==> config.mk <==
export PLATFORM = sky130hd
export DESIGN_NAME = pool2x2_stream_flat
export DESIGN_NICKNAME = d
export VERILOG_FILES = /design/src/rtl/pool2x2_stream_pkg.sv /design/src/rtl/pool2x2_stream_if.sv /design/src/rtl/pool2x2_stream_line_buf.sv /design/src/rtl/pool2x2_stream.sv /design/src/flat_wrapper.sv
export SDC_FILE = /design/constraint.sdc
export NUM_CORES = 1
export LEC_CHECK = 0
export ABC_CLOCK_PERIOD_IN_PS = 6490
export CAP_MARGIN = 15
export CELL_PAD_IN_SITES_DETAIL_PLACEMENT = 1
export CELL_PAD_IN_SITES_GLOBAL_PLACEMENT = 1
export CORE_MARGIN = 5
export CORE_UTILIZATION = 55
export CTS_CLUSTER_SIZE = 24
export DETAILED_ROUTE_END_ITERATION = 12
export MAX_ROUTING_LAYER = met4
export PLACE_DENSITY = 0.91
export SLEW_MARGIN = 30
export SYNTH_ARGS = -nofsm -noshare
export SYNTH_HDL_FRONTEND = slang
export SYNTH_SLANG_ARGS = --single-unit
==> constraint.sdc <==
create_clock -name clock -period 6.49 [get_ports clock]
set_clock_uncertainty 0.05 [all_clocks]
set_input_delay 0.9735 -clock clock [delete_from_list [all_inputs] [get_ports clock]]
set_output_delay 0.9735 -clock clock [all_outputs]
set_load 0.01 [all_outputs]
==> src/rtl/pool2x2_stream_pkg.sv <==
// ---------------------------------------------------------------------------
// pool_pkg
// Shared types and helpers for the 2x2 stride-2 streaming pooling engine.
//   pool_mode_e  : per-frame pooling mode (average or max)
//   pool_state_e : row-phase FSM state of the engine
//   smax         : signed maximum; callers sign-extend their operands to
//                  SMAX_W bits and narrow the result back to their own width
// ---------------------------------------------------------------------------
package pool_pkg;

   typedef enum logic {
      POOL_AVG = 1'b0,
      POOL_MAX = 1'b1
   } pool_mode_e;

   typedef enum logic [1:0] {
      IDLE     = 2'd0,
      ROW_EVEN = 2'd1,
      ROW_ODD  = 2'd2
   } pool_state_e;

   // Wide enough for any partial of a DATA_W <= 32 engine.
   localparam int SMAX_W = 33;

   function automatic logic signed [SMAX_W-1:0] smax(
      input logic signed [SMAX_W-1:0] a,
      input logic signed [SMAX_W-1:0] b
   );
      return (a > b) ? a : b;
   endfunction

endpackage

==> src/rtl/pool2x2_stream_if.sv <==
// ---------------------------------------------------------------------------
// pool2x2_stream_if
// Pixel-in / pooled-value-out stream bundle of the pooling engine.
//   in_data/in_valid/in_ready    : raster-order signed pixels (valid/ready)
//   out_data/out_valid/out_ready : pooled values (valid/ready)
//   out_last                     : final pooled value of a frame
// Modports:
//   slave  : the pooling engine
//   master : the environment (pixel producer and result consumer)
// ---------------------------------------------------------------------------
interface pool2x2_stream_if #(
   parameter int DATA_W = 8
);
   logic signed [DATA_W-1:0] in_data;
   logic                     in_valid;
   logic                     in_ready;
   logic signed [DATA_W-1:0] out_data;
   logic                     out_valid;
   logic                     out_ready;
   logic                     out_last;

   modport slave (
      input  in_data, in_valid, out_ready,
      output in_ready, out_data, out_valid, out_last
   );

   modport master (
      output in_data, in_valid, out_ready,
      input  in_ready, out_data, out_valid, out_last
   );
endinterface

==> src/rtl/pool2x2_stream_line_buf.sv <==
// ---------------------------------------------------------------------------
// pool_line_buf
// Half-width line buffer holding the horizontal partials of an even row
// until the matching odd row arrives.
//   clock : write clock
//   we    : write enable
//   idx   : shared write/read index (pixel column / 2)
//   wdata : partial to store
//   rdata : combinational read of entry idx
// Writes happen only in even rows and reads only in odd rows, so the same
// entry is never written and read in one cycle. Contents have no reset.
// ---------------------------------------------------------------------------
module pool_line_buf #(
   parameter int DEPTH = 14,
   parameter int WIDTH = 9,
   parameter int IDX_W = 4
) (
   input  logic                    clock,
   input  logic                    we,
   input  logic        [IDX_W-1:0] idx,
   input  logic signed [WIDTH-1:0] wdata,
   output logic signed [WIDTH-1:0] rdata
);

   logic signed [WIDTH-1:0] mem_q [DEPTH];

   always_ff @(posedge clock) begin
      if (we) mem_q[idx] <= wdata;
   end

   assign rdata = mem_q[idx];

endmodule

==> src/rtl/pool2x2_stream.sv <==
// ---------------------------------------------------------------------------
// pool2x2_stream
// Streaming 2x2 stride-2 pooling engine (average or max, chosen per frame).
//   clock      : rising-edge clock
//   reset      : asynchronous active-high reset of all control state
//   mode       : 0 = average, 1 = max; captured with a frame's first pixel
//   st         : stream bundle (slave side): pixels in, pooled values out
//   frame_done : one-cycle pulse when the frame's last result is accepted
// Even rows reduce each horizontal pixel pair into the line buffer; odd rows
// reduce their pair and combine it with the stored partial into one result.
// ---------------------------------------------------------------------------
module pool2x2_stream
   import pool_pkg::*;
#(
   parameter int DATA_W = 8,
   parameter int IMG_W  = 28,
   parameter int IMG_H  = 28
) (
   input  logic              clock,
   input  logic              reset,
   input  logic              mode,
   pool2x2_stream_if.slave   st,
   output logic              frame_done
);

   localparam int COL_W    = $clog2(IMG_W);
   localparam int ROW_W    = $clog2(IMG_H);
   localparam int LB_DEPTH = IMG_W / 2;
   localparam int LB_IDX_W = (LB_DEPTH > 1) ? $clog2(LB_DEPTH) : 1;
   localparam int PW       = DATA_W + 1;   // horizontal partial width
   localparam int SW       = DATA_W + 2;   // four-pixel sum width

   // Floor division by 4; the shifted sum always fits back into DATA_W.
   function automatic logic signed [DATA_W-1:0] avg_floor(
      input logic signed [SW-1:0] s
   );
      return DATA_W'(s >>> 2);
   endfunction

   pool_state_e              state_q, state_d;
   logic        [COL_W-1:0]  col_q, col_d;
   logic        [ROW_W-1:0]  row_q, row_d;
   pool_mode_e               mode_q, mode_d;
   logic signed [DATA_W-1:0] pair_q, pair_d;
   logic signed [DATA_W-1:0] out_data_q, out_data_d;
   logic                     out_valid_q, out_valid_d;
   logic                     out_last_q, out_last_d;

   logic                     accept;
   logic                     last_col, last_row, odd_col, odd_row;
   pool_mode_e               eff_mode;
   logic signed [PW-1:0]     h_part;
   logic signed [SW-1:0]     sum4;
   logic signed [DATA_W-1:0] win_res;
   logic                     lb_we;
   logic        [LB_IDX_W-1:0] lb_idx;
   logic signed [PW-1:0]     lb_rdata;

   assign st.in_ready = !out_valid_q || st.out_ready;
   assign accept      = st.in_valid && st.in_ready;
   assign last_col    = (col_q == COL_W'(IMG_W - 1));
   assign last_row    = (row_q == ROW_W'(IMG_H - 1));
   assign odd_col     = col_q[0];
   assign odd_row     = (state_q == ROW_ODD);
   // The first pixel of a frame already uses the mode being latched with it.
   assign eff_mode    = (state_q == IDLE) ? pool_mode_e'(mode) : mode_q;
   assign lb_idx      = LB_IDX_W'(col_q >> 1);
   assign lb_we       = accept && !odd_row && odd_col;

   always_comb begin
      if (eff_mode == POOL_AVG) begin
         h_part = PW'(pair_q) + PW'(st.in_data);
      end else begin
         h_part = PW'(smax(SMAX_W'(pair_q), SMAX_W'(st.in_data)));
      end
      sum4 = SW'(lb_rdata) + SW'(h_part);
      if (eff_mode == POOL_AVG) begin
         win_res = avg_floor(sum4);
      end else begin
         win_res = DATA_W'(smax(SMAX_W'(lb_rdata), SMAX_W'(h_part)));
      end
   end

   pool_line_buf #(
      .DEPTH (LB_DEPTH),
      .WIDTH (PW),
      .IDX_W (LB_IDX_W)
   ) u_line_buf (
      .clock (clock),
      .we    (lb_we),
      .idx   (lb_idx),
      .wdata (h_part),
      .rdata (lb_rdata)
   );

   always_comb begin
      state_d     = state_q;
      col_d       = col_q;
      row_d       = row_q;
      mode_d      = mode_q;
      pair_d      = pair_q;
      out_data_d  = out_data_q;
      out_valid_d = out_valid_q;
      out_last_d  = out_last_q;

      if (out_valid_q && st.out_ready) begin
         out_valid_d = 1'b0;
         out_last_d  = 1'b0;
      end

      if (accept) begin
         if (!odd_col) pair_d = st.in_data;

         if (last_col) begin
            col_d = '0;
            row_d = last_row ? '0 : row_q + ROW_W'(1);
         end else begin
            col_d = col_q + COL_W'(1);
         end

         case (state_q)
            IDLE: begin
               mode_d  = pool_mode_e'(mode);
               state_d = ROW_EVEN;
            end
            ROW_EVEN: begin
               if (last_col) state_d = ROW_ODD;
            end
            ROW_ODD: begin
               if (last_col) state_d = last_row ? IDLE : ROW_EVEN;
            end
            default: state_d = IDLE;
         endcase

         // Accept implies the output register is empty or draining now.
         if (odd_row && odd_col) begin
            out_valid_d = 1'b1;
            out_data_d  = win_res;
            out_last_d  = last_row && last_col;
         end
      end
   end

   always_ff @(posedge clock or posedge reset) begin
      if (reset) begin
         state_q     <= IDLE;
         col_q       <= '0;
         row_q       <= '0;
         mode_q      <= POOL_AVG;
         out_data_q  <= '0;
         out_valid_q <= 1'b0;
         out_last_q  <= 1'b0;
      end else begin
         state_q     <= state_d;
         col_q       <= col_d;
         row_q       <= row_d;
         mode_q      <= mode_d;
         out_data_q  <= out_data_d;
         out_valid_q <= out_valid_d;
         out_last_q  <= out_last_d;
      end
   end

   // Pixel pair holder: pure data, always rewritten before use.
   always_ff @(posedge clock) begin
      pair_q <= pair_d;
   end

   assign st.out_data  = out_data_q;
   assign st.out_valid = out_valid_q;
   assign st.out_last  = out_last_q;
   assign frame_done   = out_valid_q && st.out_ready && out_last_q;

endmodule

==> src/flat_wrapper.sv <==
// flat-port wrapper written by rule: the top's interface ports become plain ports
module pool2x2_stream_flat import pool_pkg::*;
#(
   parameter int DATA_W = 8,
   parameter int IMG_W  = 28,
   parameter int IMG_H  = 28
)
  (clock, reset, mode, frame_done, st_in_data, st_in_valid, st_out_ready, st_in_ready, st_out_data, st_out_valid, st_out_last);
  pool2x2_stream_if #(.DATA_W(DATA_W)) st_i ();
  input  logic clock;
  input  logic reset;
  input  logic mode;
  output logic frame_done;
  input wire logic [$bits(st_i.in_data)-1:0] st_in_data;
  input wire logic [$bits(st_i.in_valid)-1:0] st_in_valid;
  input wire logic [$bits(st_i.out_ready)-1:0] st_out_ready;
  output wire logic [$bits(st_i.in_ready)-1:0] st_in_ready;
  output wire logic [$bits(st_i.out_data)-1:0] st_out_data;
  output wire logic [$bits(st_i.out_valid)-1:0] st_out_valid;
  output wire logic [$bits(st_i.out_last)-1:0] st_out_last;
  assign st_i.in_data = st_in_data;
  assign st_i.in_valid = st_in_valid;
  assign st_i.out_ready = st_out_ready;
  assign st_in_ready = st_i.in_ready;
  assign st_out_data = st_i.out_data;
  assign st_out_valid = st_i.out_valid;
  assign st_out_last = st_i.out_last;
  pool2x2_stream #(.DATA_W(DATA_W), .IMG_W(IMG_W), .IMG_H(IMG_H)) u_core (.clock(clock), .reset(reset), .mode(mode), .st(st_i), .frame_done(frame_done));
endmodule
==> run summary <==
outcome: finished clean
Seq/Total Area, Yosys: 60.0%
total number of vias: 4878
io pins: 25
post-CTS setup buffer count: 0
post-CTS resize count: 0
Tot GR Track Use: 26.1%
worst-case reg-to-reg path depth: 13
post-synth net total: 595
Top delay family on crit path: compound AO/OA/AOI/OAI gates
chip width: 128 µm
final hold vios: 0
XOR/XNOR Fraction of Synth Area: 1.26%
CTS tree: yes
nets@finish: 625
main combinational cell family by area after synthesis: multiplexers
Yosys cell types: 63
hold_ws: 0.476 ns
ANT cells: 0
Finished Layout Cells: 768
Vert. Die Dim: 128 µm
Area Growth Syn to Fin: 14.0%
vias in the first global route: 5225
worst rel slew slack: 35.2%
final wirelength: 19.5 mm
clock sink count: 157
DPL Wire Length: 13.2 mm
Leak: 3.08 nW
Synth area leader: edfxtp_1
worst-path maximum fanout: 16
drt first pass iters: 5
CP max stage delay: 0.63 ns
syn_area_per_cell: 14.1 µm²
Placed Area: 8100 µm²
pwr/cell area: 461 nW/µm²
CP bufs+invs: 2
first-pass GRT wire length: 30.2 mm
post-route setup TNS: 0 ns
FMAX: 184 MHz
CP max stage cell: mux2i_2
CP endpoint kind: register
Reg clk slew, reported paths: 0.07 ns
Max Transition Viols Final: 0
pre-CTS WS: 0.361 ns
later-pin clock latency in the skew report: 0.43 ns
wire length per cell: 25.4 µm
post-route minimum period: 5.44 ns
Initial Util: 55.6%
CTS Buffer Depth: 2
number of buffers created by CTS: 17
#FFs+latches synth: 157
Post-synth EDFFs: 134
Placer Congestion: 0.886
crit path launch type: primary input
CP cell instances: clkdlybuf4s50_1 > inv_1 > ha_1 > nor2b_1 > o211ai_1 > a211oi_2 > or2_1 > mux2i_1 > mux2i_2 > ha_1 > nand2b_1 > a221o_1 > a211oi_1 > o41ai_2 > nand2_1 > o211ai_1
placed insts: 736
largest net degree at the start of global routing: 31
Tcrit/Tclk final: 83.8%
worst path required time: 6.78 ns
design area: 8730 µm²
Worst-Margin Slew: 0.968 ns
worst hold stages: 2
Tot Pwr: 4.03 mW
Synth Area in Adders: 6.14%
worst path arrival time: 5.72 ns
worst hold path type: reg2reg
post-synthesis mux area share: 11.7%
top cell type's share of synthesized area: 52.5%
H-tree depth: 4
cells after synthesis: 545
I/O Buffers: 24
CTS Hold Bufs: 0
fraction of registers with async set/reset: 14.6%
post-DR vias/cell: 6.35
Max Cap Viol: 0
layout cells sized above 1: 18.9%
compound-cell area share of the yosys netlist: 9.85%
RSZ-0062 raised after global routing: false
Synth area leaders: edfxtp_1, mux4_2, dfrtp_1
Worst Path Class, Setup: in2reg
grt total ovfl: 0
peak supply drop: 0.000236 V
Worst Setup Slack, final: 1.05 ns
YS warnings: 0
core footprint: 13800 µm²
antenna violations before repair: 0
antenna-violating nets left: 0
Post-Synth Simple-Gate Area: 8.57%
DIE AREA: 16400 µm²
DRC errors left: 0
stages on the worst setup path: 16
endpoints failing setup: 0
DR iter-0 viols: 387
Mapped Area: 7660 µm²
clock root buffer: clkbuf_16
top_reg_cell synth: edfxtp_1
Core Util, Final: 63.4%
num rows: 43
==> layout by cell type (no fill, tap or decap), types with 5 or more instances in the layout <==
cell and count:
nor2_1 15, o22ai_1 9, clkdlybuf4s50_1 24, nand2b_1 9, edfxtp_1 134, mux2_2 15
clkbuf_16 17, mux2i_1 12, a22oi_1 5, a31oi_1 6, nor3_1 13, ha_1 36
a21oi_1 25, dfrtp_1 22, nand2_1 40, a211oi_1 7, o211ai_1 6, xnor2_1 8
inv_6 6, nor2_2 14, nand3_1 11, o21ai_0 17, mux4_2 26, inv_1 21
buf_4 8
==> cells by family after synthesis <==
kind of cell / count (synthesis)
fa+ha+maj: 37
mux: 55
simple gates: 133
buf+inv: 44
xor+xnor: 11
compound gates: 108
flops: 157
==> tightest hold or removal path: cells and delay by family, from the launching register on <==
| family | cells | cell delay, ns |
|---|---|---|
| DFF | 1 | 0.38 |
| and+or+nand+nor | 2 | 0.12 |
==> metal layers <==
metal	wire, µm	track usage (%)	vias up
met4	532	11.0	0
met1	7880	30.8	2520
met3	825	4.67	40
met5	0	-	-
met2	10300	44.1	140
li1	-	-	2178
==> report_power, final <==
group / switching (mW) / total, mW / internal, mW / leakage (nW)
combinational: 0.992 / 1.63 / 0.635 / 1.27
clock: 0.439 / 1.02 / 0.580 / 0.292
sequential: 0.111 / 1.38 / 1.27 / 1.52
==> state kept, by name, indices dropped and copies added, names as in the netlist <==
register / count
u_core.u_line_buf.mem_q: 126
u_core.pair_q: 8
u_core.st.out_data: 8
u_core.col_q: 5
u_core.row_q: 5
u_core.state_q: 2
u_core.mode_q: 1
u_core.st.out_last: 1
u_core.st.out_valid: 1
==> final timing paths <==
check,startpoint,endpoint,slack [ns]
setup / recovery,st_in_data[1],u_core.st.out_data[1]$_DFFE_PP0P_,1.05
hold / removal,u_core.row_q[1]$_DFFE_PP0P_,u_core.row_q[1]$_DFFE_PP0P_,0.48
setup reg to reg,u_core.pair_q[6]$_DFFE_PP_,u_core.st.out_data[1]$_DFFE_PP0P_,1.72
hold reg to reg,u_core.row_q[1]$_DFFE_PP0P_,u_core.row_q[1]$_DFFE_PP0P_,0.48
max in group asynchronous,reset,u_core.col_q[1]$_DFFE_PP0P_,5.16
min in group asynchronous,reset,u_core.st.out_data[6]$_DFFE_PP0P_,0.86
==> cell type report <==
cell class / instances / area [µm²]
fill: 1309 / 5040
sequential: 157 / 4600
multi-input combinational: 344 / 2920
clock buffer: 17 / 425
timing repair buffer: 32 / 300
tap: 180 / 225
clock inverter: 15 / 176
inverter: 23 / 86.3
==> cell usage after synthesis, types with 3 or more instances <==
| master | number |
|---|---|
| nor4_1 | 4 |
| nand3_1 | 11 |
| inv_1 | 22 |
| o211ai_1 | 6 |
| clkbuf_1 | 10 |
| o21ai_1 | 3 |
| ha_1 | 36 |
| a21oi_1 | 25 |
| or3_1 | 3 |
| nand4b_1 | 3 |
| a21o_1 | 3 |
| o21a_1 | 3 |
| xnor2_1 | 8 |
| a31oi_1 | 6 |
| nand4_1 | 4 |
| a211oi_1 | 7 |
| o21ai_0 | 17 |
| nand2b_1 | 9 |
| nor3_1 | 13 |
| mux4_2 | 26 |
| a22oi_1 | 5 |
| a21oi_2 | 4 |
| mux2i_1 | 14 |
| nand2_1 | 40 |
| mux2_2 | 15 |
| nor2b_1 | 4 |
| edfxtp_1 | 134 |
| xor2_1 | 3 |
| buf_4 | 3 |
| buf_2 | 5 |
| o22ai_1 | 9 |
| dfrtp_1 | 23 |
| nor2_1 | 29 |
Note: power is estimated with default switching activity, not from simulation.
